===== src/rtl/fixed_point_mac_accumulator.sv =====
// fixed_point_mac_accumulator: sign-magnitude Q-format dot-product accumulator with saturating valid/ready output.
// Define FIXED_POINT_MAC_RELU_EN to clamp negative results to zero after saturation.
module fixed_point_mac_accumulator #(
  parameter int N     = 16,
  parameter int Q     = 12,
  parameter int ACC_W = 24
) (
  input  logic         clk,
  input  logic         rst,
  input  logic [N-1:0] bias,
  input  logic         in_valid,
  output logic         in_ready,
  input  logic [N-1:0] in_data,
  input  logic         in_of,
  input  logic         in_last,
  output logic         out_valid,
  input  logic         out_ready,
  output logic [N-1:0] out_data,
  output logic         out_of
);
  typedef enum logic [1:0] {IDLE, ACCUM, SAT, OUT} state_t;
  localparam logic signed [ACC_W-1:0] P_MAX = ACC_W'((1 << (N-1)) - 1);
  localparam logic signed [ACC_W-1:0] P_MIN = -P_MAX;
  if (Q >= N-1 || ACC_W < N+8) begin : g_bad_cfg
    $error("fixed_point_mac_accumulator: Q must leave an integer bit and ACC_W must cover 255 terms");
  end
  state_t                  r_state, w_next;
  logic signed [ACC_W-1:0] r_acc;
  logic                    r_of, r_out_valid, r_out_of;
  logic        [N-1:0]     r_out_data;
  logic                    w_accept, w_pos_sat, w_neg_sat, w_sat, w_neg;
  logic        [N-2:0]     w_mag;
  logic        [N-1:0]     w_sm, w_res;
  function automatic logic signed [ACC_W-1:0] ext(input logic [N-1:0] x);
    logic [ACC_W-1:0] m;
    m = ACC_W'(x[N-2:0]);
    return $signed(x[N-1] ? -m : m);
  endfunction
  always_ff @(posedge clk) r_state <= rst ? IDLE : w_next;
  always_comb begin
    w_next = (r_state == IDLE || r_state == ACCUM) ? (w_accept ? (in_last ? SAT : ACCUM) : r_state)
           : (r_state == SAT) ? OUT
           : (out_ready ? IDLE : OUT);
  end
  always_comb begin
    in_ready = (r_state == IDLE) || (r_state == ACCUM);
  end
  assign w_accept  = in_valid & in_ready;
  assign w_pos_sat = r_acc > P_MAX;
  assign w_neg_sat = r_acc < P_MIN;
  assign w_sat     = w_pos_sat | w_neg_sat;
  assign w_neg     = r_acc[ACC_W-1];
  // In-range values fit in N-1 bits, so negating only the low bits yields the exact magnitude.
  assign w_mag     = w_neg ? -r_acc[N-2:0] : r_acc[N-2:0];
  assign w_sm      = w_pos_sat ? {1'b0, {(N-1){1'b1}}}
                   : w_neg_sat ? {1'b1, {(N-1){1'b1}}}
                   : {w_neg & (|w_mag), w_mag};
`ifdef FIXED_POINT_MAC_RELU_EN
  assign w_res = w_neg ? '0 : w_sm;
`else
  assign w_res = w_sm;
`endif
  always_ff @(posedge clk) begin
    if (rst) begin
      r_acc       <= '0;
      r_of        <= 1'b0;
      r_out_valid <= 1'b0;
      r_out_data  <= '0;
      r_out_of    <= 1'b0;
    end else begin
      if (w_accept) begin
        r_acc <= (r_state == IDLE ? ext(bias) : r_acc) + ext(in_data);
        r_of  <= (r_state == ACCUM && r_of) | in_of;
      end
      if (r_state == SAT) begin
        r_out_valid <= 1'b1;
        r_out_data  <= w_res;
        r_out_of    <= r_of | w_sat;
      end
      if (r_state == OUT && out_ready) begin
        r_out_valid <= 1'b0;
        r_acc       <= '0;
      end
    end
  end
  assign out_valid = r_out_valid;
  assign out_data  = r_out_data;
  assign out_of    = r_out_of;
endmodule


===== config.mk =====
export PLATFORM = sky130hd
export DESIGN_NAME = fixed_point_mac_accumulator
export DESIGN_NICKNAME = d
export VERILOG_FILES = /design/src/rtl/fixed_point_mac_accumulator.sv
export SDC_FILE = /design/constraint.sdc
export NUM_CORES = 1
export LEC_CHECK = 0
export ABC_AREA = 0
export ABC_CLOCK_PERIOD_IN_PS = 5540
export BUFFER_PORTS_ARGS = -buffer_cell sky130_fd_sc_hd__buf_2
export CAP_MARGIN = 25
export CORE_ASPECT_RATIO = 0.9
export CORE_MARGIN = 2
export CORE_UTILIZATION = 50
export DETAILED_ROUTE_END_ITERATION = 6
export PLACE_DENSITY_LB_ADDON = 0.05
export SYNTH_ARGS = -nofsm -noshare
export SYNTH_HDL_FRONTEND = slang
export SYNTH_SLANG_ARGS = --single-unit

===== constraint.sdc =====
create_clock -name clk -period 5.54 [get_ports clk]
set_clock_uncertainty 0.15 [all_clocks]
set_input_delay 0.277 -clock clk [delete_from_list [all_inputs] [get_ports clk]]
set_output_delay 0.277 -clock clk [all_outputs]
set_load 0.01 [all_outputs]

# ---- After elaboration in Yosys (flattened, before gate mapping)
# Index checks and enable logic that the tools add are counted.
dict set report op_classes {
  eq_ne 4
  n_addsub 4
  reduce_logical 6
  mux 11
  order_cmp 2
  bitwise 5
}
# op n
set op_table {}
lappend op_table {{2-to-1 mux 24 bit} 3}
lappend op_table {{negation 15 -> 24 bit} 2}
lappend op_table {{2-to-1 mux 16 bit} 2}
lappend op_table {{adder 24 bit} 1}
lappend op_table {{> comparator 24 x 16 -> 1 bit (second input constant)} 1}
lappend op_table {{< comparator 24 x 16 -> 1 bit (second input constant)} 1}
lappend op_table {{2-to-1 mux 15 bit} 1}
lappend op_table {{negation 15 bit} 1}
lappend op_table {{OR reduction 15 bit} 1}
lappend op_table {{2-to-1 mux 2 bit} 5}
lappend op_table {{== test 2 bit (second input constant)} 2}
lappend op_table {{bitwise OR 1 bit} 3}
lappend op_table {{AND 1 bit} 2}
lappend op_table {{== test 2 x 1 -> 1 bit (second input constant)} 1}
lappend op_table {{logical AND 1 bit} 2}
lappend op_table {{zero test 2 bit} 1}
lappend op_table {{!= test 2 x 1 -> 1 bit (second input constant)} 1}
lappend op_table {{OR reduction 2 bit} 1}
lappend op_table {{logical OR 1 bit} 1}
dict set report word_totals {
  output_inout_bits 19
  register_bits 45
}

# ---- Longest topological paths before layout
# Gate-level depths: netlist of run 1.
dict set report logic_depth {
  depth_word 6
  depth_mapped 16
  mapped_depth_nobuf 15
}

# ---- Worst setup path before layout of run 1
# OpenSTA, ideal clock, no wires.
dict set report synth_path {
  path_type {input-to-reg}
  from {input bias[6]}
  to {register r_acc[22]}
  setup_time_ns 0.120
  required_time_ns 5.270
  path_stages 14
  arrival_time_ns 3.434
  setup_slack_ns 1.837
  cell_sequence {or4_4 -> or3_4 -> o21a_1 -> a211o_1 -> o21a_1 -> ha_1 -> clkbuf_1 -> a21oi_1 -> nand2_1 -> a211o_1 -> nand3_1 -> o311ai_1 -> o211a_1 -> a211o_1}
}
dict set report synth_between {
  elab_chain_len 4
}
# item line_no
set synth_rtl {}
lappend synth_rtl {{start, declared} 10} ;# input logic [N-1:0] bias,
lappend synth_rtl {{negation 15 -> 24 bit} 37} ;# return $signed(x[N-1] ? -m : m);
lappend synth_rtl {{2-to-1 mux 24 bit (*)} 37}
lappend synth_rtl {{2-to-1 mux 24 bit (*)} 72} ;# r_acc <= (r_state == IDLE ? ext(bias) : r_acc) + ext(in_data);
lappend synth_rtl {{adder 24 bit (*)} 72}
lappend synth_rtl {{end signal, assigned} 72}
lappend synth_rtl {{end, declared} 28} ;# logic signed [ACC_W-1:0] r_acc;
# Every way passes the cells marked *; elsewhere a longest branch is shown, timed or not.
# A chain may end at the register's enable or synchronous reset.

# ---- Worst setup path after layout of run 1
dict set report layout_path {
  from {register r_state[1]}
  to {register r_acc[22]}
}
dict set report layout_between {
  elab_chain_len 3
}
# item line_no
set layout_rtl {}
lappend layout_rtl {{start, declared} 27} ;# state_t r_state, w_next;
lappend layout_rtl {{start signal, assigned} 39} ;# always_ff @(posedge clk) r_state <= rst ? IDLE : w_next;
lappend layout_rtl {{zero test 2 bit, or another cell as far along} {46, 72}}
lappend layout_rtl {{2-to-1 mux 24 bit, or another cell as far along} 72}
lappend layout_rtl {{adder 24 bit, or another cell as far along} 72}
# Several ways; a longest one is shown, not always the timed one.

==> results by group, run 1 <==
Drt
  • Routed Wire Length: around 11,000 um
  • Remaining antenna violation count: 0
  • Routed wirelength normalized by instance count: ~16 um
  • Met3 wire length: 708 um
  • Met2 routed wirelength: roughly 4500 um
  • Total iterations of the first detailed-routing run: 5
  • Vias after detailed routing: about 4,000
  • Wire length the detailed router placed on met1: 5430 um
  • Topmost layer with routed signal wires: met4
  • Count of unresolved DRC violations after routing: 0
  • Average vias per placed instance: about 6
  • Detailed router's first-iteration violation count: 386

Floorplan
  • Effective utilization at floorplan: 0.524
  • Die span in x: just under 100 um
  • Die outline area: 0.00875 sq mm
  • Number of cell rows: 30
  • Core area: 0.00766 sq mm
  • IO Pins: 57
  • Die Span Y: approximately 89 um

Clock tree
  • CTS tree: built
  • # Post-CTS Setup Buffers: 0
  • # H-tree levels: 2
  • Buffer levels on the longest clock path: 2
  • Clock transition at the registers of the reported paths: 90 ps
  • Number of hold-repair buffers added at the cts stage: 0
  • Count of instances resized after the clock tree is built: 0
  • Count of clock tree sinks: 45
  • Total clock buffers created by CTS: 5
  • Worst-skew pair later-pin latency: 300 ps
  • Root buffer cell: clkbuf_8

STA
  • Time the worst path needs with I/O delays and setup: 4070 ps
  • Worst-case headroom to the max-slew limit: 0.280
  • Max Clock Freq: around 250 MHz
  • Final count of negative-setup-slack endpoints: 0
  • Final-layout setup total negative slack: 0 ps
  • Share of the clock period used by the worst path: 0.734
  • Slew of the pin with the lowest slew margin: between 1000 and 1500 ps
  • Hold Violations, Final: 0
  • Max-slew violation count: 0
  • RSZ-0062 raised after global routing: no

Critical path
  • Crit path launch type: flip-flop
  • Library cell appearing most often on the critical path: o21ai_0
  • CP cell instances: nor2_1 > nand2_1 > o21ai_0 > ha_1 > inv_1 > fa_1 > nand2b_1 > a21oi_1 > o21a_1 > o211ai_1 > o311ai_1 > o21ai_0 > a211o_1
  • Library cell contributing the largest single delay on the critical path: nor2_1
  • Critical Path AT: 4110 ps
  • Type of destination of the critical path: flip-flop
  • Critical path's largest stage delay: 660 ps
  • Worst path bufs/invs: 1
  • WP data required: between 5000 and 6000 ps
  • Worst-path maximum fanout: 9
  • Setup Crit Path Kind: reg2reg
  • Top delay family on crit path: compound AO/OA/AOI/OAI gates

Pwr
  • Fraction of power spent switching nets: 0.415
  • Sequential share of power: 0.325
  • Clk network pwr share: 0.196
  • Switching component of the power: roughly 0.55 mW
  • Power Density: 299 mW/mm^2
  • Leakage Power: roughly 1.8 nW
  • Combinational group share of total power: 0.479
  • Highest ir drop seen on vdd: between 0.0001 and 0.00015 V
  • Cell internal pwr: ~0.78 mW
  • Total power after layout: between 1 and 1.5 mW

Synth
  • Fraction of registers with async set/reset: 0
  • Yosys warning total: 0
  • Share of the synthesized area in the top cell type: 0.225
  • Syn Nets: 612
  • Number of register bits inferred by synthesis: 45
  • Sequential cell area fraction in the yosys report: 0.225
  • Netlist cell types: 57
  • Post-synthesis instance total: 546
  • Count of flip-flops with a built-in enable after synthesis: 0
  • Synth Area per Inst: approximately 7.3 sq um
  • Count leader, synth: nand2_1
  • Summed instance area of the synthesized netlist: ~0.004 sq mm
  • Largest area contributor in the synthesized netlist: dfxtp_1
  • Synth top area cells: dfxtp_1 (22%), ha_1 (8.4%), nand2_1 (6.6%)
  • Leading cell types by count after synthesis: nand2_1 (70), nor2_1 (52), o21ai_0 (48)
  • Top flip-flop cell by instance count after synthesis: dfxtp_1

Global routing
  • GRT overflow: 0
  • Maximum number of pins on one net before global-route repair: 33
  • Initial antenna violation count: 0
  • Number of global-route vias before repair: 3,527
  • Global-route wire length before repair: between 15,000 and 20,000 um
  • GRT Total Usage: 0.248

Placed design
  • Detailed placement HPWL: about 8600 um
  • Placed Cells: ~680
  • Final estimated routing congestion in global placement: 0.894
  • Count of input and output buffers: 56

Run status
  • Outcome: finished clean

Cells and area
  • Number of diodes added for antenna fixing: 0
  • Proportion of layout cells with a drive suffix above 1: 0.134
  • Number of standard cells in the final layout excluding fillers: 684
  • Final #Nets: between 600 and 700
  • Syn-to-layout area delta: 11.1%

Worst hold path
  • HP Class: in2reg

Flow run
  • # Max-Cap Violations: 0
## flip-flops by register name, summed over array words and instances (netlist names)
name	cells
r_state	2
out_of	1
out_valid	1
r_acc	24
r_of	1
out_data	16
## layout make-up
type,count,area (sq um)
clock inverter,2,37.5
inverter,17,63.8
fill,751,3200
multi-input combinational,459,2940
tap,96,120
sequential,45,901
timing repair buffer,59,307
clock buffer,6,82.6
## stage by stage
stage | util | setup slack (ps) | area [sq um] | hold WS (ps)
after detailed placement | 0.566 | 1400 | 4340 | 303
after floorplan | - | 1840 | 4010 | 267
final | 0.582 | 1470 | 4460 | 65.7
after CTS | 0.582 | 1520 | 4460 | 63.7
after global routing | 0.582 | 1120 | 4460 | 71.4
after global placement | 0.565 | 1540 | 4320 | 289
## per-layer routing
layer	up-vias	GRT usage
li1	2066	-
met1	1834	0.373
met2	140	0.391
met3	4	0.0281
met4	0	0.0423
met5	-	0
## power by group through the flow
stage	registers, mW	logic, mW	clock network, mW
6_report	0.432	0.638	0.261
4_1_cts	0.430	0.633	0.265
3_3_place_gp	0.435	0.624	0
5_1_grt	0.440	0.716	0.279
3_5_place_dp	0.438	0.630	0
2_1_floorplan	0.418	0.480	0
## path summary, 6_finish.rpt
kind	startpoint	end	slack, ps	depth (start not counted)
hold reg to reg	r_of$_SDFFE_PP0P_	out_of$_SDFFE_PP0P_	310	2
hold / removal	in_of	r_of$_SDFFE_PP0P_	70	3
setup reg to reg	r_state[1]$_SDFFE_PP0P_	r_acc[22]$_SDFFE_PP0P_	1470	13
setup / recovery	r_state[1]$_SDFFE_PP0P_	r_acc[22]$_SDFFE_PP0P_	1470	13
## worst reg2reg max path, cell delays in order, from the launching register on
cell and delay (ps):
dfxtp_1 380, nor2_1 660, nand2_1 110, o21ai_0 120
ha_1 270, inv_1 80, fa_1 370, nand2b_1 190
a21oi_1 300, o21a_1 220, o211ai_1 180, o311ai_1 480
o21ai_0 170, a211o_1 270
## placed cells by master, fill, tap and decap left out, types with 3 or more instances in the layout
| cell | synthesis | final |
|---|---|---|
| o21ai_0 | 48 | 48 |
| inv_1 | 16 | 16 |
| o211ai_1 | 3 | 3 |
| xnor2_1 | 28 | 28 |
| nor4_1 | 5 | 5 |
| o41ai_1 | 5 | 5 |
| a211oi_1 | 23 | 23 |
| nand2_1 | 70 | 70 |
| nand3_1 | 15 | 15 |
| o21ai_1 | 4 | 4 |
| ha_1 | 27 | 27 |
| nor3_1 | 9 | 9 |
| nor2b_1 | 7 | 7 |
| o21a_1 | 10 | 10 |
| or4_1 | 3 | 3 |
| or3_1 | 4 | 4 |
| o21bai_1 | 3 | 3 |
| xor2_1 | 27 | 27 |
| dfxtp_1 | 45 | 45 |
| a21o_1 | 4 | 4 |
| nor2_1 | 52 | 52 |
| a21o_2 | 4 | 4 |
| a211o_1 | 4 | 4 |
| nand2b_1 | 7 | 7 |
| o31ai_1 | 8 | 8 |
| a21oi_1 | 38 | 38 |
| a31oi_1 | 6 | 6 |
| clkbuf_8 | 0 | 6 |
| nand4b_1 | 4 | 4 |
| buf_2 | 0 | 56 |
| nand4_1 | 8 | 8 |
## logic make-up after synthesis
group	Yosys count	share of synthesized area
buf+inv	42	0.0412
simple gates	196	0.233
fa+ha+maj	28	0.0892
mux	3	0.00780
compound gates	177	0.284
flops	45	0.225
xor+xnor	55	0.120
Power figures use the tool's default switching activity.
==> run 2: changes to the inputs <==
--- a/config.mk
+++ b/config.mk
@@ -6,7 +6,7 @@
 export NUM_CORES = 1
 export LEC_CHECK = 0
 export ABC_AREA = 0
-export ABC_CLOCK_PERIOD_IN_PS = 5540
+export ABC_CLOCK_PERIOD_IN_PS = 3800
 export BUFFER_PORTS_ARGS = -buffer_cell sky130_fd_sc_hd__buf_2
 export CAP_MARGIN = 25
 export CORE_ASPECT_RATIO = 0.9
==> constraint.sdc (replaced) <==
create_clock -name clk -period 3.8 [get_ports clk]
set_clock_uncertainty 0.15 [all_clocks]
set_input_delay 0.19 -clock clk [delete_from_list [all_inputs] [get_ports clk]]
set_output_delay 0.19 -clock clk [all_outputs]
set_load 0.01 [all_outputs]
==> results by group, run 2 (synthesized netlist as in run 1, its figures left out) <==
Run status
  • Outcome: finished clean (unchanged)

Critical path
  • Crit path launch type: input port (was flip-flop)
  • Setup Crit Path Kind: in2reg (was reg2reg)
  • Type of destination of the critical path: flip-flop (unchanged)
  • Worst-path maximum fanout: 5 (was 9)
  • WP data required: 3840 ps (was 5590 ps)
  • Critical Path AT: 3570 ps (was 4110 ps)

Worst hold path
  • HP Class: in2reg (unchanged)

Placed design
  • Count of input and output buffers: 56 (unchanged)
  • Detailed placement HPWL: 8850 um (was 8610 um)
  • Setup slack at placement: 12.1 ps (was 1400 ps)
  • Final estimated routing congestion in global placement: 0.918 (was 0.894)

STA
  • Slew of the pin with the lowest slew margin: 822 ps (was 1080 ps)
  • Time the worst path needs with I/O delays and setup: roughly 3500 ps
  • Final count of negative-setup-slack endpoints: 0 (unchanged)
  • Worst hold margin: 41.0 ps (was 65.7 ps)
  • RSZ-0062 raised after global routing: no (unchanged)
  • Share of the clock period used by the worst path: 0.929
  • Worst setup slack after layout: 269 ps (was 1470 ps)
  • Worst-case headroom to the max-slew limit: 0.451 (was 0.280)
  • Max Clock Freq: 283 MHz
  • Max-slew violation count: 0 (unchanged)
  • Hold Violations, Final: 0 (unchanged)
  • Final-layout setup total negative slack: 0 ps (unchanged)

Global routing
  • GRT Total Usage: 0.251 (was 0.248)
  • Global-route wire length before repair: 18,000 um (was 17,700 um)
  • Number of global-route vias before repair: 3,748 (was 3,527)
  • Maximum number of pins on one net before global-route repair: 26 (was 33)
  • Initial antenna violation count: 0 (unchanged)
  • GRT overflow: 0 (unchanged)

Cells and area
  • Register with the most flip-flops: r_acc (unchanged)
  • Share of the core filled with cells: 0.598 (was 0.582)
  • Largest register FFs: 24 (unchanged)
  • Final #Nets: 669 (was 653)
  • Syn-to-layout area delta: 14.1% (was 11.1%)
  • Commonest cells after routing, fill and taps aside: nand2_1 (70), buf_2 (56), nor2_1 (51) (was nand2_1 (70), buf_2 (56), nor2_1 (52))
  • Fill cell count: 729 (was 751)
  • Commonest non-fill, non-tap cell in the layout: nand2_1 (unchanged)
  • Number of diodes added for antenna fixing: 0 (unchanged)
  • Proportion of layout cells with a drive suffix above 1: 0.154 (was 0.134)

Pwr
  • Highest ir drop seen on vdd: 0.000159 V (was 0.000141 V)
  • Leakage Power: 1.90 nW (was 1.83 nW)
  • Switching component of the power: 0.809 mW (was 0.553 mW)
  • Power Density: 431 mW/mm^2 (was 299 mW/mm^2)
  • Combinational group share of total power: 0.489 (was 0.479)
  • Cell internal pwr: 1.16 mW (was 0.778 mW)
  • Fraction of power spent switching nets: 0.410 (was 0.415)
  • Clk network pwr share: 0.192 (was 0.196)
  • Sequential share of power: 0.319 (was 0.325)

Drt
  • Count of unresolved DRC violations after routing: 0 (unchanged)
  • Average vias per placed instance: 5.88 (was 5.91)
  • Vias after detailed routing: 4,116 (was 4,044)
  • Total iterations of the first detailed-routing run: 5 (unchanged)
  • Remaining antenna violation count: 0 (unchanged)
  • Detailed router's first-iteration violation count: 273 (was 386)
  • Routed Wire Length: 11,000 um (was 10,700 um)
  • Routed wirelength normalized by instance count: 15.7 um (about the same)

Clock tree
  • Buffer levels on the longest clock path: 2 (unchanged)
  • Root buffer cell: clkbuf_8 (unchanged)
  • # H-tree levels: 2 (unchanged)
  • Clock transition at the registers of the reported paths: 90 ps (about the same)
  • CTS tree: built (unchanged)
  • Worst-skew pair later-pin latency: 290 ps (was 300 ps)
  • # Post-CTS Setup Buffers: 0 (unchanged)
  • Total clock buffers created by CTS: 5 (unchanged)
  • Count of clock tree sinks: 45 (unchanged)

Floorplan
  • Core area: 0.00766 sq mm (unchanged)
  • Die span in x: 98.4 um (unchanged)
  • Number of cell rows: 30 (unchanged)
  • IO Pins: 57 (unchanged)
  • Die outline area: 0.00875 sq mm (unchanged)
  • Effective utilization at floorplan: 0.524 (unchanged)
  • Die Span Y: 89.0 um (unchanged)

Flow run
  • # Max-Cap Violations: 0 (unchanged)
## run 2: worst max-delay path, cell delays in order
cell      delay [ps]
buf_2            130
or4_4            560
or3_4            370
o21a_1           220
a211o_1          320
o21a_1           140
ha_1             340
a21oi_1          200
nand2_1           80
a211o_1          310
nand3_1           90
o311ai_1         120
o211a_1          230
a211o_1          250
## run 2: final timing paths
path                                         startpoint  slack, ps  cells after the start                      end
worst max-delay path                            bias[6]        270                     14   r_acc[22]$_SDFFE_PP0P_
worst min-delay path                           in_valid         40                      3  r_state[1]$_SDFFE_PP0P_
worst max register to register  r_state[1]$_SDFFE_PP0P_        320                     14   r_acc[22]$_SDFFE_PP0P_
worst min register to register        r_of$_SDFFE_PP0P_        310                      2      out_of$_SDFFE_PP0P_
## run 2: final cells by class
cell class | count | area, sq um | area share
tap | 96 | 120 | 0.0263
inverter | 17 | 63.8 | 0.0139
clock inverter | 1 | 30.0 | 0.00656
sequential | 45 | 901 | 0.197
timing repair buffer | 75 | 428 | 0.0935
multi-input combinational | 459 | 2950 | 0.644
clock buffer | 7 | 86.3 | 0.0189
## run 2: power groups by stage
stage	logic [mW]	clock network, mW	registers [mW]
3_3_place_gp	0.933	0	0.634
6_report	0.964	0.378	0.629
3_5_place_dp	0.945	0	0.638
4_1_cts	0.952	0.382	0.627
2_1_floorplan	0.700	0	0.610
5_1_grt	1.07	0.403	0.641
## run 2: metrics by stage
stage,area [sq um],std cells,power [mW]
floorplan,4010,546,1.31
global placement,4430,689,1.57
detailed placement,4440,690,1.58
CTS,4570,700,1.96
global route,4580,700,2.12
finish,4580,700,1.97
## run 2: layer usage
layer	up-vias	track usage	wire length, um
li1	2097	-	-
met3	13	0.0219	679
met4	0	0.0560	124
met2	147	0.414	4680
met1	1859	0.361	5470
met5	-	0	0
## run 2: timing repair
item	CTS	global route
hold buffers	2	0
setup endpoints to repair	0	2
resized for setup	0	1
endpoints found under the hold margin	2	0
==> run 3: changes to the inputs <==
==> constraint.sdc (replaced) <==
create_clock -name clk -period 3.8 [get_ports clk]
set_clock_uncertainty 0.15 [all_clocks]
set_input_delay 0 -clock clk [delete_from_list [all_inputs] [get_ports clk]]
set_output_delay 0 -clock clk [all_outputs]
set_load 0.01 [all_outputs]
==> results by group, run 3 (synthesized netlist as in run 1, its figures left out) <==
Run status
  • Outcome: finished clean (unchanged)

Floorplan
  • Number of cell rows: 30 (unchanged)
  • Die outline area: 0.00875 sq mm (unchanged)
  • Effective utilization at floorplan: 0.524 (unchanged)
  • Core area: 0.00766 sq mm (unchanged)
  • Die span in x: 98.4 um (unchanged)
  • IO Pins: 57 (unchanged)
  • Die Span Y: 89.0 um (unchanged)

Critical path
  • Worst-path maximum fanout: 21 (was 5)
  • Reg2reg setup slack: 280 ps (was 320 ps)
  • Worst setup path endpoint: r_acc[22]$_SDFFE_PP0P_ (unchanged)
  • Setup Crit Path Kind: reg2reg (was in2reg)
  • Crit path launch type: flip-flop (was input port)
  • Critical Path AT: 3560 ps (was 3570 ps)
  • Origin of the critical flop-to-flop path: r_state[1]$_SDFFE_PP0P_ (unchanged)
  • Depth of the worst register-to-register path: 12 (was 14)
  • Type of destination of the critical path: flip-flop (unchanged)
  • Worst reg2reg endpoint: r_acc[22]$_SDFFE_PP0P_ (unchanged)
  • Critical path launch point: r_state[1]$_SDFFE_PP0P_ (was bias[6])
  • WP data required: 3850 ps (was 3840 ps)

Drt
  • Total iterations of the first detailed-routing run: 5 (unchanged)
  • Count of unresolved DRC violations after routing: 0 (unchanged)
  • Detailed router's first-iteration violation count: 280 (was 273)
  • Average vias per placed instance: 5.84 (was 5.88)
  • Remaining antenna violation count: 0 (unchanged)
  • Routed Wire Length: 10,800 um (was 11,000 um)
  • Vias after detailed routing: 4,075 (was 4,116)
  • Routed wirelength normalized by instance count: 15.4 um (was 15.7 um)

Pwr
  • Fraction of power spent switching nets: 0.415 (was 0.410)
  • Cell internal pwr: 1.13 mW (was 1.16 mW)
  • Total power after layout: 1.93 mW (was 1.97 mW)
  • Clk network pwr share: 0.182 (was 0.192)
  • Leakage Power: 1.89 nW (was 1.90 nW)
  • Power Density: 422 mW/mm^2 (was 431 mW/mm^2)
  • Combinational group share of total power: 0.494 (was 0.489)
  • Switching component of the power: 0.802 mW (was 0.809 mW)
  • Sequential share of power: 0.324 (was 0.319)
  • Highest ir drop seen on vdd: 0.000181 V (was 0.000159 V)

STA
  • Final-layout setup total negative slack: 0 ps (unchanged)
  • Worst-case headroom to the max-slew limit: 0.487 (was 0.451)
  • Worst hold margin: 29.2 ps (was 41.0 ps)
  • Max Clock Freq: 284 MHz (was 283 MHz)
  • Slew of the pin with the lowest slew margin: 768 ps (was 822 ps)
  • Share of the clock period used by the worst path: 0.926 (was 0.929)
  • Time the worst path needs with I/O delays and setup: 3520 ps (was 3530 ps)
  • Hold Violations, Final: 0 (unchanged)
  • RSZ-0062 raised after global routing: no (unchanged)
  • Max-slew violation count: 0 (unchanged)
  • Final count of negative-setup-slack endpoints: 0 (unchanged)

Placed design
  • Detailed placement HPWL: 8630 um (was 8850 um)
  • Placed cell area: 0.00438 sq mm (was 0.00444 sq mm)
  • Final estimated routing congestion in global placement: 0.980 (was 0.918)
  • Count of input and output buffers: 56 (unchanged)

Cells and area
  • Number of diodes added for antenna fixing: 0 (unchanged)
  • Non-Filler Cell Area, Final: 0.00458 sq mm (about the same)
  • Proportion of layout cells with a drive suffix above 1: 0.145 (was 0.154)
  • Commonest cells after routing, fill and taps aside: nand2_1 (70), buf_2 (56), nor2_1 (51) (unchanged)
  • Multi-input gate area in the final layout: 0.00295 sq mm (about the same)
  • Largest register FFs: 24 (unchanged)
  • Syn-to-layout area delta: 14.2% (was 14.1%)
  • Commonest non-fill, non-tap cell in the layout: nand2_1 (unchanged)
  • Final #Nets: 668 (was 669)
  • Register with the most flip-flops: r_acc (unchanged)
  • Sequential cell area in the final layout: 901 sq um (unchanged)
  • Fill cell count: 740 (was 729)

Clock tree
  • Buffer levels on the longest clock path: 2 (unchanged)
  • # H-tree levels: 2 (unchanged)
  • Worst-skew pair later-pin latency: 300 ps (was 290 ps)
  • Clock transition at the registers of the reported paths: 90 ps (about the same)
  • Root buffer cell: clkbuf_8 (unchanged)
  • # Post-CTS Setup Buffers: 0 (unchanged)
  • CTS tree: built (unchanged)
  • Count of clock tree sinks: 45 (unchanged)
  • Total clock buffers created by CTS: 5 (unchanged)

Worst hold path
  • Worst hold start: in_data[0] (was in_valid)
  • HP Class: in2reg (unchanged)

Global routing
  • Maximum number of pins on one net before global-route repair: 25 (was 26)
  • Initial antenna violation count: 0 (unchanged)
  • GRT overflow: 0 (unchanged)
  • Met2 routing resource usage after global routing: 0.395 (was 0.414)
  • Met1 global-route usage: 0.364 (was 0.361)
  • Number of global-route vias before repair: 3,643 (was 3,748)
  • Most used routing layer in global routing: met2 (unchanged)
  • Met3 global-route usage: 0.0250 (was 0.0219)
  • GRT Total Usage: 0.248 (was 0.251)
  • Global-route wire length before repair: 17,700 um (was 18,000 um)

Flow run
  • # Max-Cap Violations: 0 (unchanged)
-- run 3: cell count changes in the layout (fill, tap and decap cells not counted) --
cell / delta
clkbuf_8: -1
o311ai_2: +1
o311ai_1: -1
clkinv_2: +1
buf_4: -7
dlygate4sd3_1: +6
clkbuf_1: -1
-- run 3: routing by layer --
| layer | vias up | wire [um] |
|---|---|---|
| li1 | 2093 | - |
| met1 | 1839 | 5400 |
| met2 | 134 | 4520 |
| met3 | 9 | 707 |
| met4 | 0 | 126 |
| met5 | - | 0 |
-- run 3: power by group through the flow --
stage               Sequential (mW)  Combinational (mW)  Clock (mW)
floorplan                     0.610               0.700           0
global placement              0.633               0.916           0
detailed placement            0.637               0.926           0
CTS                           0.626               0.939       0.360
global route                  0.641                1.06       0.380
finish                        0.627               0.955       0.352
-- run 3: worst min-delay path by stage --
| stage | to | cells after the start | slack [ps] |
|---|---|---|---|
| after CTS | r_acc[0]$_SDFFE_PP0P_ | 4 | 10 |
| after floorplan | r_of$_SDFFE_PP0P_ | 2 | -10 |
| after global placement | r_state[1]$_SDFFE_PP0P_ | 3 | 100 |
| final | r_acc[0]$_SDFFE_PP0P_ | 4 | 30 |
| after global routing | r_acc[0]$_SDFFE_PP0P_ | 4 | 50 |
| after detailed placement | r_of$_SDFFE_PP0P_ | 3 | 100 |
-- run 3: repair_timing --
action,4_1_cts,5_1_grt
endpoints found under the hold margin,15,0
hold buffers,8,0
endpoints found under the setup margin,0,2
resized for setup,0,2
-- run 3: area by class of cell --
cell class / instances / share of cell area
clock inverters: 2 / 0.00765
repair buffers: 74 / 0.0951
clock buffers: 5 / 0.0150
multi-input cells: 459 / 0.645
inverters: 17 / 0.0139
flip-flops and latches: 45 / 0.197
well taps: 96 / 0.0262
-- run 3: metrics by stage --
stage / std cells / util / worst slack (ps)
final: 698 / 0.598 / 282
after global routing: 698 / 0.598 / 102
after CTS: 698 / 0.597 / 243
after detailed placement: 683 / 0.573 / 96.0
after global placement: 682 / 0.572 / 169
after floorplan: 546 / - / 374
-- run 3: worst max-delay path, stage by stage (launching register included) --
cell and delay (ps):
dfxtp_1 390, or2_2 490, buf_4 250, a211o_1 280
o21a_1 140, ha_1 380, a21oi_1 240, nand2_1 80
a211o_1 310, nand3_1 100, o311ai_2 130, o211a_1 230
a211o_1 250
